--- config.mk ---
export PLATFORM = sky130hd
export DESIGN_NAME = mux_serial_port
export DESIGN_NICKNAME = d
export VERILOG_FILES = /design/src/rtl/mux_serial_port.sv
export SDC_FILE = /design/constraint.sdc
export NUM_CORES = 1
export LEC_CHECK = 0
export CAP_MARGIN = 10
export CORE_MARGIN = 5
export CORE_UTILIZATION = 46
export DETAILED_ROUTE_END_ITERATION = 8
export GPL_ROUTABILITY_DRIVEN = 0
export PLACE_DENSITY = 0.68
export SYNTH_ARGS = -nofsm -noshare
export SYNTH_HDL_FRONTEND = slang
export SYNTH_SLANG_ARGS = --single-unit
--- constraint.sdc ---
create_clock -name clock -period 2.96 [get_ports clock]
set_clock_uncertainty 0.15 [all_clocks]
set_input_delay 0.296 -clock clock [delete_from_list [all_inputs] [get_ports clock]]
set_output_delay 0.296 -clock clock [all_outputs]
set_load 0.01 [all_outputs]
--- src/rtl/mux_serial_port.sv ---
// -----------------------------------------------------------------------------
// mux_serial_port
//   Memory-mapped 8N1 serial port (MUX channel 0) for the CPU6 system bus.
//   A status register lives at BASE_ADDR and a data register at BASE_ADDR+1.
//   Writes to the data register queue bytes in a small TX FIFO that feeds an
//   8N1 transmitter. A single-byte-buffered receiver samples rxd through a
//   2-flop synchronizer and reports ready / overrun / framing-error flags.
//
// Ports:
//   clock       in   system clock, rising edge
//   reset       in   synchronous, active-high reset
//   address     in   [15:0] CPU address bus
//   write_en    in   CPU write strobe
//   read_en     in   CPU read-capture strobe
//   write_data  in   [7:0] CPU data-out bus
//   read_data   out  [7:0] combinational register read data (0 when no hit)
//   hit         out  address decodes to the status or data register
//   txd         out  serial transmit line, idles high
//   rxd         in   serial receive line, asynchronous to clock
//   irq         out  mirrors rx_ready
//
// Status register bits: 0 rx_ready, 1 tx_not_full, 2 overrun, 3 tx_idle,
// 4 frame_err, 7:5 zero. Writing 1 to bit 2 / bit 4 clears overrun /
// frame_err.
// -----------------------------------------------------------------------------
module mux_serial_port #(
    parameter logic [15:0] BASE_ADDR    = 16'hF200,
    parameter int          CLKS_PER_BIT = 16,
    parameter int          TX_DEPTH     = 4
) (
    input  logic        clock,
    input  logic        reset,
    input  logic [15:0] address,
    input  logic        write_en,
    input  logic        read_en,
    input  logic [7:0]  write_data,
    output logic [7:0]  read_data,
    output logic        hit,
    output logic        txd,
    input  logic        rxd,
    output logic        irq
);

    localparam logic [15:0] DATA_ADDR = BASE_ADDR + 16'd1;
    localparam logic [15:0] BIT_LAST  = 16'(CLKS_PER_BIT - 1);
    localparam logic [15:0] HALF_LAST = 16'(CLKS_PER_BIT / 2 - 1);
    localparam int          PTR_W     = $clog2(TX_DEPTH);
    localparam logic [PTR_W:0]   FULL_CNT = (PTR_W + 1)'(TX_DEPTH);
    localparam logic [PTR_W:0]   CNT_ONE  = (PTR_W + 1)'(1);
    localparam logic [PTR_W-1:0] PTR_ONE  = PTR_W'(1);

    typedef enum logic [1:0] {TX_IDLE, TX_START, TX_DATA, TX_STOP} tx_state_e;
    typedef enum logic [1:0] {RX_IDLE, RX_START, RX_DATA, RX_STOP} rx_state_e;

    // ------------------------------------------------------------------
    // Bus decode
    // ------------------------------------------------------------------
    logic sel_stat;
    logic sel_data;

    assign sel_stat = (address == BASE_ADDR);
    assign sel_data = (address == DATA_ADDR);
    assign hit      = sel_stat | sel_data;

    // ------------------------------------------------------------------
    // TX FIFO
    // ------------------------------------------------------------------
    logic [7:0]       fifo_mem [TX_DEPTH];
    logic [PTR_W-1:0] wr_ptr_q, rd_ptr_q;
    logic [PTR_W:0]   count_q;
    logic             fifo_empty;
    logic             fifo_full;
    logic             tx_push;
    logic             tx_pop;
    logic [7:0]       fifo_head;

    assign fifo_empty = (count_q == '0);
    assign fifo_full  = (count_q == FULL_CNT);
    assign fifo_head  = fifo_mem[rd_ptr_q];
    // Fullness is judged on the pre-edge count, so a write that lands while
    // full is dropped even if the transmitter pops on the same edge.
    assign tx_push    = write_en & sel_data & ~fifo_full;

    always_ff @(posedge clock) begin
        if (tx_push) begin
            fifo_mem[wr_ptr_q] <= write_data;
        end
    end

    always_ff @(posedge clock) begin
        if (reset) begin
            wr_ptr_q <= '0;
            rd_ptr_q <= '0;
            count_q  <= '0;
        end else begin
            if (tx_push) begin
                wr_ptr_q <= wr_ptr_q + PTR_ONE;
            end
            if (tx_pop) begin
                rd_ptr_q <= rd_ptr_q + PTR_ONE;
            end
            case ({tx_push, tx_pop})
                2'b10:   count_q <= count_q + CNT_ONE;
                2'b01:   count_q <= count_q - CNT_ONE;
                default: count_q <= count_q;
            endcase
        end
    end

    // ------------------------------------------------------------------
    // TX FSM
    // ------------------------------------------------------------------
    tx_state_e   tx_state_q, tx_state_d;
    logic [15:0] tx_cnt_q, tx_cnt_d;
    logic [2:0]  tx_bit_q, tx_bit_d;
    logic [7:0]  tx_shift_q, tx_shift_d;
    logic        txd_q, txd_d;

    always_ff @(posedge clock) begin
        if (reset) begin
            tx_state_q <= TX_IDLE;
            tx_cnt_q   <= '0;
            tx_bit_q   <= '0;
            tx_shift_q <= '0;
            txd_q      <= 1'b1;
        end else begin
            tx_state_q <= tx_state_d;
            tx_cnt_q   <= tx_cnt_d;
            tx_bit_q   <= tx_bit_d;
            tx_shift_q <= tx_shift_d;
            txd_q      <= txd_d;
        end
    end

    always_comb begin
        tx_state_d = tx_state_q;
        tx_cnt_d   = tx_cnt_q;
        tx_bit_d   = tx_bit_q;
        tx_shift_d = tx_shift_q;
        txd_d      = txd_q;
        tx_pop     = 1'b0;
        case (tx_state_q)
            TX_IDLE: begin
                if (!fifo_empty) begin
                    tx_pop     = 1'b1;
                    tx_shift_d = fifo_head;
                    txd_d      = 1'b0;
                    tx_cnt_d   = '0;
                    tx_state_d = TX_START;
                end
            end
            TX_START: begin
                if (tx_cnt_q == BIT_LAST) begin
                    tx_cnt_d   = '0;
                    tx_bit_d   = '0;
                    txd_d      = tx_shift_q[0];
                    tx_state_d = TX_DATA;
                end else begin
                    tx_cnt_d = tx_cnt_q + 16'd1;
                end
            end
            TX_DATA: begin
                if (tx_cnt_q == BIT_LAST) begin
                    tx_cnt_d = '0;
                    if (tx_bit_q == 3'd7) begin
                        txd_d      = 1'b1;
                        tx_state_d = TX_STOP;
                    end else begin
                        // Shifter bit 0 is always the bit currently on the line.
                        tx_bit_d   = tx_bit_q + 3'd1;
                        tx_shift_d = {1'b0, tx_shift_q[7:1]};
                        txd_d      = tx_shift_q[1];
                    end
                end else begin
                    tx_cnt_d = tx_cnt_q + 16'd1;
                end
            end
            TX_STOP: begin
                if (tx_cnt_q == BIT_LAST) begin
                    tx_cnt_d = '0;
                    // Chain straight into the next start bit when data is waiting.
                    if (!fifo_empty) begin
                        tx_pop     = 1'b1;
                        tx_shift_d = fifo_head;
                        txd_d      = 1'b0;
                        tx_state_d = TX_START;
                    end else begin
                        txd_d      = 1'b1;
                        tx_state_d = TX_IDLE;
                    end
                end else begin
                    tx_cnt_d = tx_cnt_q + 16'd1;
                end
            end
            default: begin
                txd_d      = 1'b1;
                tx_state_d = TX_IDLE;
            end
        endcase
    end

    assign txd = txd_q;

    // ------------------------------------------------------------------
    // RX synchronizer and FSM
    // ------------------------------------------------------------------
    logic        rx_meta_q;
    logic        rxs_q;
    rx_state_e   rx_state_q, rx_state_d;
    logic [15:0] rx_cnt_q, rx_cnt_d;
    logic [2:0]  rx_bit_q, rx_bit_d;
    logic [7:0]  rx_shift_q, rx_shift_d;
    logic        rx_done_ok;
    logic        rx_done_err;

    always_ff @(posedge clock) begin
        if (reset) begin
            rx_meta_q  <= 1'b1;
            rxs_q      <= 1'b1;
            rx_state_q <= RX_IDLE;
            rx_cnt_q   <= '0;
            rx_bit_q   <= '0;
            rx_shift_q <= '0;
        end else begin
            rx_meta_q  <= rxd;
            rxs_q      <= rx_meta_q;
            rx_state_q <= rx_state_d;
            rx_cnt_q   <= rx_cnt_d;
            rx_bit_q   <= rx_bit_d;
            rx_shift_q <= rx_shift_d;
        end
    end

    always_comb begin
        rx_state_d  = rx_state_q;
        rx_cnt_d    = rx_cnt_q;
        rx_bit_d    = rx_bit_q;
        rx_shift_d  = rx_shift_q;
        rx_done_ok  = 1'b0;
        rx_done_err = 1'b0;
        case (rx_state_q)
            RX_IDLE: begin
                if (!rxs_q) begin
                    rx_cnt_d   = '0;
                    rx_state_d = RX_START;
                end
            end
            RX_START: begin
                // Half a bit in: confirms the start bit and aligns later
                // samples to mid-bit.
                if (rx_cnt_q == HALF_LAST) begin
                    rx_cnt_d = '0;
                    if (rxs_q) begin
                        rx_state_d = RX_IDLE;
                    end else begin
                        rx_bit_d   = '0;
                        rx_state_d = RX_DATA;
                    end
                end else begin
                    rx_cnt_d = rx_cnt_q + 16'd1;
                end
            end
            RX_DATA: begin
                if (rx_cnt_q == BIT_LAST) begin
                    rx_cnt_d   = '0;
                    rx_shift_d = {rxs_q, rx_shift_q[7:1]};
                    if (rx_bit_q == 3'd7) begin
                        rx_state_d = RX_STOP;
                    end else begin
                        rx_bit_d = rx_bit_q + 3'd1;
                    end
                end else begin
                    rx_cnt_d = rx_cnt_q + 16'd1;
                end
            end
            RX_STOP: begin
                if (rx_cnt_q == BIT_LAST) begin
                    rx_cnt_d    = '0;
                    rx_state_d  = RX_IDLE;
                    rx_done_ok  = rxs_q;
                    rx_done_err = ~rxs_q;
                end else begin
                    rx_cnt_d = rx_cnt_q + 16'd1;
                end
            end
            default: begin
                rx_state_d = RX_IDLE;
            end
        endcase
    end

    // ------------------------------------------------------------------
    // RX flags and data buffer
    // ------------------------------------------------------------------
    logic [7:0] rx_data_q, rx_data_d;
    logic       rx_ready_q, rx_ready_d;
    logic       overrun_q, overrun_d;
    logic       frame_err_q, frame_err_d;
    logic       rd_clear;
    logic       stat_wr;

    assign rd_clear = read_en & sel_data;
    assign stat_wr  = write_en & sel_stat;

    // In every case a set event takes priority over a clear on the same edge.
    always_comb begin
        rx_data_d   = rx_data_q;
        rx_ready_d  = rx_ready_q;
        overrun_d   = overrun_q;
        frame_err_d = frame_err_q;
        if (rx_done_ok) begin
            rx_data_d  = rx_shift_q;
            rx_ready_d = 1'b1;
        end else if (rd_clear) begin
            rx_ready_d = 1'b0;
        end
        if (rx_done_ok && rx_ready_q && !rd_clear) begin
            overrun_d = 1'b1;
        end else if (stat_wr && write_data[2]) begin
            overrun_d = 1'b0;
        end
        if (rx_done_err) begin
            frame_err_d = 1'b1;
        end else if (stat_wr && write_data[4]) begin
            frame_err_d = 1'b0;
        end
    end

    always_ff @(posedge clock) begin
        if (reset) begin
            rx_data_q   <= '0;
            rx_ready_q  <= 1'b0;
            overrun_q   <= 1'b0;
            frame_err_q <= 1'b0;
        end else begin
            rx_data_q   <= rx_data_d;
            rx_ready_q  <= rx_ready_d;
            overrun_q   <= overrun_d;
            frame_err_q <= frame_err_d;
        end
    end

    // ------------------------------------------------------------------
    // Read mux
    // ------------------------------------------------------------------
    logic       tx_idle;
    logic [7:0] status;

    assign tx_idle = fifo_empty & (tx_state_q == TX_IDLE);
    assign status  = {3'b000, frame_err_q, tx_idle, overrun_q, ~fifo_full, rx_ready_q};

    always_comb begin
        read_data = 8'h00;
        if (sel_stat) begin
            read_data = status;
        end else if (sel_data) begin
            read_data = rx_data_q;
        end
    end

    assign irq = rx_ready_q;

endmodule
==> out/results.ini, run 1 <==
[die]
die_h_um=117.9
core_area_sq_um=11420
dieWidth_um=117.9
num_rows=39
dieArea_sq_um=13900
initial_core_util_pct=46.90
ioPinCount=40

[yosys]
synth_edf_count=32
async_flop_share_pct=0
ys_warn_count=0
yosysSeqAreaShare_pct=48.22
synthDistinctLibCells=65
syn_nets=573
syn_avg_cell_area_sq_um=10.16
synth.area.top_cells=dfxtp_1 30%, edfxtp_1 18%, mux2i_1 5.8%, nor2_1 5.1%, ha_1 3.7%
syn_area_sq_um=5355
synth_seq_cells=113
synth_flop_cell=dfxtp_1
synth_top_area_share_pct=30.28
synthCells=527
yosys.area.top_type=dfxtp_1

[clock_tree]
clk_path_buf_depth=2
cts_tree=done
root_buffer=clkbuf_16
clk_pin_slew_ps=50
clock_sink_count=113
clk_latency_ps=420
h-tree-depth=4
cts_buffers=17

[cells_and_area]
layout.nets=622
layout.cells.non_filler=732
layout-drive-gt1-share_pct=13.92
fin_area_sq_um=6654
syn_to_final_growth_pct=24.25
seq_area_sq_um=2585
diodes=0
multi_input_area_sq_um=2587
fillers=958

[critical_path]
cp_max_fo=4
cp_data_arrival_time_ps=3020
worstSetupEndpointType=flop
critPathKind=flop to flop
cp_data_required_time_ps=3150
reg2reg_depth=11
cp-start-kind=flop

[route]
drc_errors=0
drtIter0Drc=297
vias_per_cell=5.738
wl_mm=11.54
drtPass1Iterations=5
drt-wirelength-per-cell_um=15.76
dr_total_vias=4200
ant_nets=0

[power_and_ir_drop]
ir_drop_mv=0.4172
power_leakage_uw=0.002320
p_per_area_nw_per_um2=659.8
total_power_uw=4390

[placed_design]
place_hpwl_mm=7.513
place_area_sq_um=5938
io_buffers=39
dp_worst_setup_slack_ps=-30.16
post-place-cells=698

[timing]
setup_ws_ps=124.4
slew_viol_final=0
fmax_mhz=352.7
post-route-period-util_pct=95.80
worst_hold_slack_ps=221.6
setup_violations=0
tightest_slew_ps=804.3
hold_violations=0
maxSlewHeadroom_pct=46.28
grt_setup_unrepaired=no
period_needed_ps=2836

[hold_path]
worstHoldPathCells=2
min_path_type=input pin to flop

[global_route]
grt_usage_pct=17.10
grt_pass1_vias=4137
grt_antenna_before_repair=0
grt_max_degree=40
grt_pass1_wl_mm=19.44
grt_overflow=0

[run_status]
outcome=complete, no violations

[job]
maxCapViolCount=0

cells in the mapped netlist, types with 6 or more instances:
| library cell | count |
|---|---|
| inv_1 | 18 |
| nor3_1 | 8 |
| a21oi_1 | 31 |
| nor4_1 | 8 |
| o21ai_0 | 15 |
| nand4_1 | 10 |
| mux4_2 | 8 |
| ha_1 | 16 |
| a41oi_1 | 6 |
| buf_2 | 10 |
| nand2b_1 | 7 |
| edfxtp_1 | 32 |
| nand3_1 | 16 |
| clkbuf_1 | 17 |
| nor2_1 | 73 |
| a311oi_1 | 7 |
| a31oi_1 | 14 |
| and3_1 | 9 |
| nand2_1 | 23 |
| a211oi_1 | 7 |
| mux2i_1 | 31 |
| and2_1 | 7 |
| dfxtp_1 | 81 |
metal layers:
layer	vias up	GRT usage [%]	routed length, um
met2	121	26.38	5456
met3	22	5.430	643
met1	1996	21.85	5220
met5	-	0	0
met4	0	7.814	218
li1	2061	-	-
layout by cell type (no fill, tap or decap), types with 16 or more instances in the layout:
master / netlist / routed
nor2_1: 73 / 73
nand3_1: 16 / 16
dfxtp_1: 81 / 79
clkdlybuf4s50_1: 0 / 38
mux2i_1: 31 / 31
inv_1: 18 / 18
edfxtp_1: 32 / 32
nand2_1: 23 / 23
buf_4: 1 / 21
clkbuf_16: 0 / 17
a21oi_1: 31 / 31
state kept, by name, indices dropped and copies added, names as in the netlist, named ones only:
signal / count
count_q: 3
rxs_q: 1
tx_shift_q: 8
rx_shift_q: 8
rx_bit_q: 3
rx_data_q: 8
fifo_mem: 32
irq: 1
rx_cnt_q: 16
txd: 1
overrun_q: 1
frame_err_q: 1
tx_state_q: 2
tx_bit_q: 3
tx_cnt_q: 16
rd_ptr_q: 2
wr_ptr_q: 2
rx_meta_q: 1
rx_state_q: 1
logic make-up after synthesis:
logic type | share of synthesized area (%)
flip-flops | 48.22
AO/OA/AOI/OAI | 14.23
AND/OR/NAND/NOR | 19.14
adder cells (fa/ha/maj) | 4.112
XOR/XNOR | 0.9813
buffers and inverters | 3.738
multiplexers | 9.579
final timing paths:
path,from,to,slack [ps]
setup / recovery,tx_cnt_q[1],count_q[2],120
hold / removal,reset,rx_cnt_q[0],220
hold reg to reg,rx_meta_q,rxs_q,310
setup reg to reg,tx_cnt_q[1],count_q[2],120
cell type report:
class	instances	area share, %
clock buffers	18	6.450
clock inverters	14	3.892
inverters	19	1.072
multi-input cells	365	38.89
flip-flops and latches	113	38.85
well taps	143	2.689
repair buffers	60	8.161
metrics by stage:
stage / setup TNS (ps) / utilization [%]
final: 0 / 58.27
after global routing: 0 / 58.27
after CTS: 0 / 58.10
after detailed placement: -30.16 / 52.01
after global placement: 0 / 52.01
after floorplan: 0 / -
report_power, final:
group / internal, uW / switching [uW] / leakage (uW) / total, uW
combinational: 149 / 238 / 0.00105 / 387
clock: 1660 / 711 / 0.000326 / 2370
sequential: 1610 / 20.6 / 0.000941 / 1630
critical path, cell delays in order (launching register included):
cell and delay (ps):
dfxtp_1 370, ha_1 180, and4b_2 270, nand4_4 100, o21ba_2 260, nor3_4 160
ha_2 220, inv_1 50, fa_1 380, xor2_1 160, or3_1 300, a21oi_1 170
repair_timing:
item                                    CTS  global route
pin swaps                                 0             4
gates cloned                              0             0
hold buffers                              0             0
endpoints found under the setup margin    1             1
buffers inserted                          0             2
resized for setup                         2             4
Power figures use the tool's default switching activity.
==> inputs of run 2 (changes only) <==
--- a/config.mk
+++ b/config.mk
@@ -8,6 +8,7 @@
 export CAP_MARGIN = 10
 export CORE_MARGIN = 5
 export CORE_UTILIZATION = 46
+export CTS_CLUSTER_DIAMETER = 150
 export DETAILED_ROUTE_END_ITERATION = 8
 export GPL_ROUTABILITY_DRIVEN = 0
 export PLACE_DENSITY = 0.68
==> results of run 2 <==
The final DEF is identical to that of run 1; final timing and power are the same.
==> inputs of run 3 (changes only) <==
==> constraint.sdc (replaced) <==
create_clock -name clock -period 2.6 [get_ports clock]
set_clock_uncertainty 0.15 [all_clocks]
set_input_delay 0.26 -clock clock [delete_from_list [all_inputs] [get_ports clock]]
set_output_delay 0.26 -clock clock [all_outputs]
set_load 0.01 [all_outputs]
==> out/results.ini, run 3 (synthesized netlist as in run 1, its figures left out) <==
[critical_path]
r2r_slack_ps=6  ; was 120 ps
crit_path_cell_trace=ha_4, and4b_2, nand4_4, o21ba_4, nor3_4, ha_2, inv_2, fa_2, xor2_1, or3_1, a21oi_1  ; was ha_1, and4b_2, nand4_4, o21ba_2, nor3_4, ha_2, inv_1, fa_1, xor2_1, or3_1, a21oi_1
cp_slowest_cell=dfxtp_2  ; was fa_1
cp_data_required_time_ps=2800  ; was 3150 ps
r2r-end=count_q[2]  ; unchanged
reg2reg_depth=11  ; unchanged
max_stage_delay_ps=350  ; was 380 ps
worstSetupEndpointType=flop  ; unchanged
cp_max_fo=3  ; was 4
critPathKind=flop to flop  ; unchanged
cpLargestDelayFamily=simple AND/OR/NAND/NOR gates  ; unchanged
cp-start-kind=flop  ; unchanged
r2r_start=tx_cnt_q[1]  ; unchanged
crit_buf_inv=1  ; unchanged
cp_data_arrival_time_ps=2800  ; was 3020 ps

[clock_tree]
cts_tree=done  ; unchanged
clk_path_buf_depth=2  ; unchanged
postCtsHoldBufs=0  ; unchanged
clk_pin_slew_ps=60  ; was 50 ps
root_buffer=clkbuf_16  ; unchanged
clk_latency_ps=420  ; about the same
h-tree-depth=4  ; unchanged
cts_buffers=17  ; unchanged
clock_sink_count=113  ; unchanged

[cells_and_area]
layout-drive-gt1-share_pct=17.85  ; was 13.92%
layout.nets=638  ; was 622
seq_area_sq_um=2586  ; was 2585 sq um
layout_commonest_cell=dfxtp_1  ; unchanged
reg.largest.list=fifo_mem (32), rx_cnt_q (16), tx_cnt_q (16)  ; unchanged
final_cell_mix=78 x dfxtp_1, 73 x nor2_1, 37 x clkdlybuf4s50_1, 37 x buf_4, 32 x edfxtp_1  ; was 79 x dfxtp_1, 73 x nor2_1, 38 x clkdlybuf4s50_1, 32 x edfxtp_1
top_register=fifo_mem  ; unchanged
diodes=0  ; unchanged
syn_to_final_growth_pct=25.96  ; was 24.25%
largest_reg_flops=32  ; unchanged
fillers=963  ; was 958
multi_input_area_sq_um=2620  ; was 2587 sq um

[die]
initial_core_util_pct=46.90  ; unchanged
die_h_um=117.9  ; unchanged
num_rows=39  ; unchanged
dieArea_sq_um=13900  ; unchanged
dieWidth_um=117.9  ; unchanged
core_area_sq_um=11420  ; unchanged
ioPinCount=40  ; unchanged

[hold_path]
min_path_type=input pin to flop  ; unchanged
worstHoldPathCells=4  ; was 2
hold_path_end=rx_cnt_q[12]  ; was rx_cnt_q[0]
min_from=reset  ; unchanged

[global_route]
grt_antenna_before_repair=0  ; unchanged
grt_pass1_wl_mm=19.61  ; was 19.44 mm
grt_overflow=0  ; unchanged
grt_usage_pct=17.26  ; was 17.10%
grt_pass1_vias=4204  ; was 4,137
grt_max_degree=40  ; unchanged

[timing]
hold_violations=0  ; unchanged
fmax_mhz=385.5  ; was 352.7 MHz
grt_setup_unrepaired=yes  ; was no
tightest_slew_ps=791.0  ; was 804.3 ps
setup_ws_ps=6.082  ; was 124.4 ps
period_needed_ps=2594  ; was 2836 ps
worst_hold_slack_ps=147.8  ; was 221.6 ps
setup_violations=0  ; unchanged
maxSlewHeadroom_pct=47.17  ; was 46.28%
slew_viol_final=0  ; unchanged
post-route-period-util_pct=99.77  ; was 95.80%

[route]
ant_nets=0  ; unchanged
dr_total_vias=4205  ; was 4,200
drt-wirelength-per-cell_um=15.41  ; was 15.76 um
vias_per_cell=5.622  ; was 5.738
drc_errors=0  ; unchanged
wl_mm=11.53  ; was 11.54 mm
drtPass1Iterations=5  ; unchanged
drtIter0Drc=247  ; was 297

[power_and_ir_drop]
p_clk_share_pct=51.2  ; was 54.0%
power_leakage_uw=0.002400  ; was 0.002320 uW
p_switching_uw=1196  ; was 969.2 uW
sequentialPowerShare_pct=39.0  ; was 37.2%
swShare_pct=25.14  ; was 22.08%
p_per_area_nw_per_um2=705.2  ; was 659.8 nW/um^2
ir_drop_mv=0.7777  ; was 0.4172 mV
power.internal_uw=3561  ; was 3421 uW
p_comb_share_pct=9.8  ; was 8.8%

[placed_design]
place_hpwl_mm=7.972  ; was 7.513 mm
io_buffers=39  ; unchanged
dp_worst_setup_slack_ps=-85.50  ; was -30.16 ps

[job]
maxCapViolCount=0  ; unchanged

[run_status]
outcome=complete, no violations  ; unchanged

[run 3: area by class of cell]
cell class	instances	share of cell area (%)
Timing Repair Buffer	76	9.868
Clock buffer	17	6.307
Multi-Input combinational cell	365	38.84
Inverter	19	1.057
Tap cell	143	2.653
Sequential cell	113	38.34
Clock inverter	15	2.931
[run 3: worst max path at each step]
stage | slack [ps] | endpoint | startpoint | cells past startpoint
final | 6 | count_q[2] | tx_cnt_q[1] | 11
after global routing | -120 | count_q[2] | tx_cnt_q[5] | 10
after CTS | 10 | read_data[3] | tx_state_q[1] | 8
after detailed placement | -90 | count_q[2] | tx_cnt_q[1] | 11
after global placement | -40 | count_q[2] | tx_cnt_q[1] | 11
after floorplan | -140 | count_q[2] | tx_cnt_q[1] | 11
[run 3: timing repair]
action | 4_1_cts | 5_1_grt
endpoints found under the setup margin | 2 | 6
resized for setup | 2 | 3
pin swaps | 3 | 0
buffers inserted | 2 | 1
[run 3: per-stage QoR]
stage          area [sq um]  setup TNS (ps)  std cells  util, %  total power (uW)
3_3_place_gp           6085          -36.91        713    53.29              2335
3_5_place_dp           6085          -85.50        713    53.29              2353
2_1_floorplan          5389          -153.7        527        -              2183
6_report               6745               0        748    59.07              4757
5_1_grt                6745          -115.5        748    59.07              4948
4_1_cts                6728               0        747    58.92              4800
[run 3: power groups by stage]
stage                     combinational [uW]  sequential, uW  clock (uW)
after floorplan                          292            1890           0
after global placement                   445            1890           0
after detailed placement                 461            1890           0
after CTS                                466            1860        2480
after global routing                     506            1860        2580
final                                    468            1860        2430
[run 3: worst min-delay path, delay by kind of cell]
kind	cells	cell delay [ps]
AO/OA/AOI/OAI	2	190
buffers and inverters	1	130
AND/OR/NAND/NOR	1	80
[run 3: layer usage]
metal	vias up	global-route usage, %	wire (um)
li1	2100	-	-
met1	2023	21.06	5154
met2	68	28.43	5814
met3	14	5.574	412
met4	0	6.452	148
met5	-	0	0
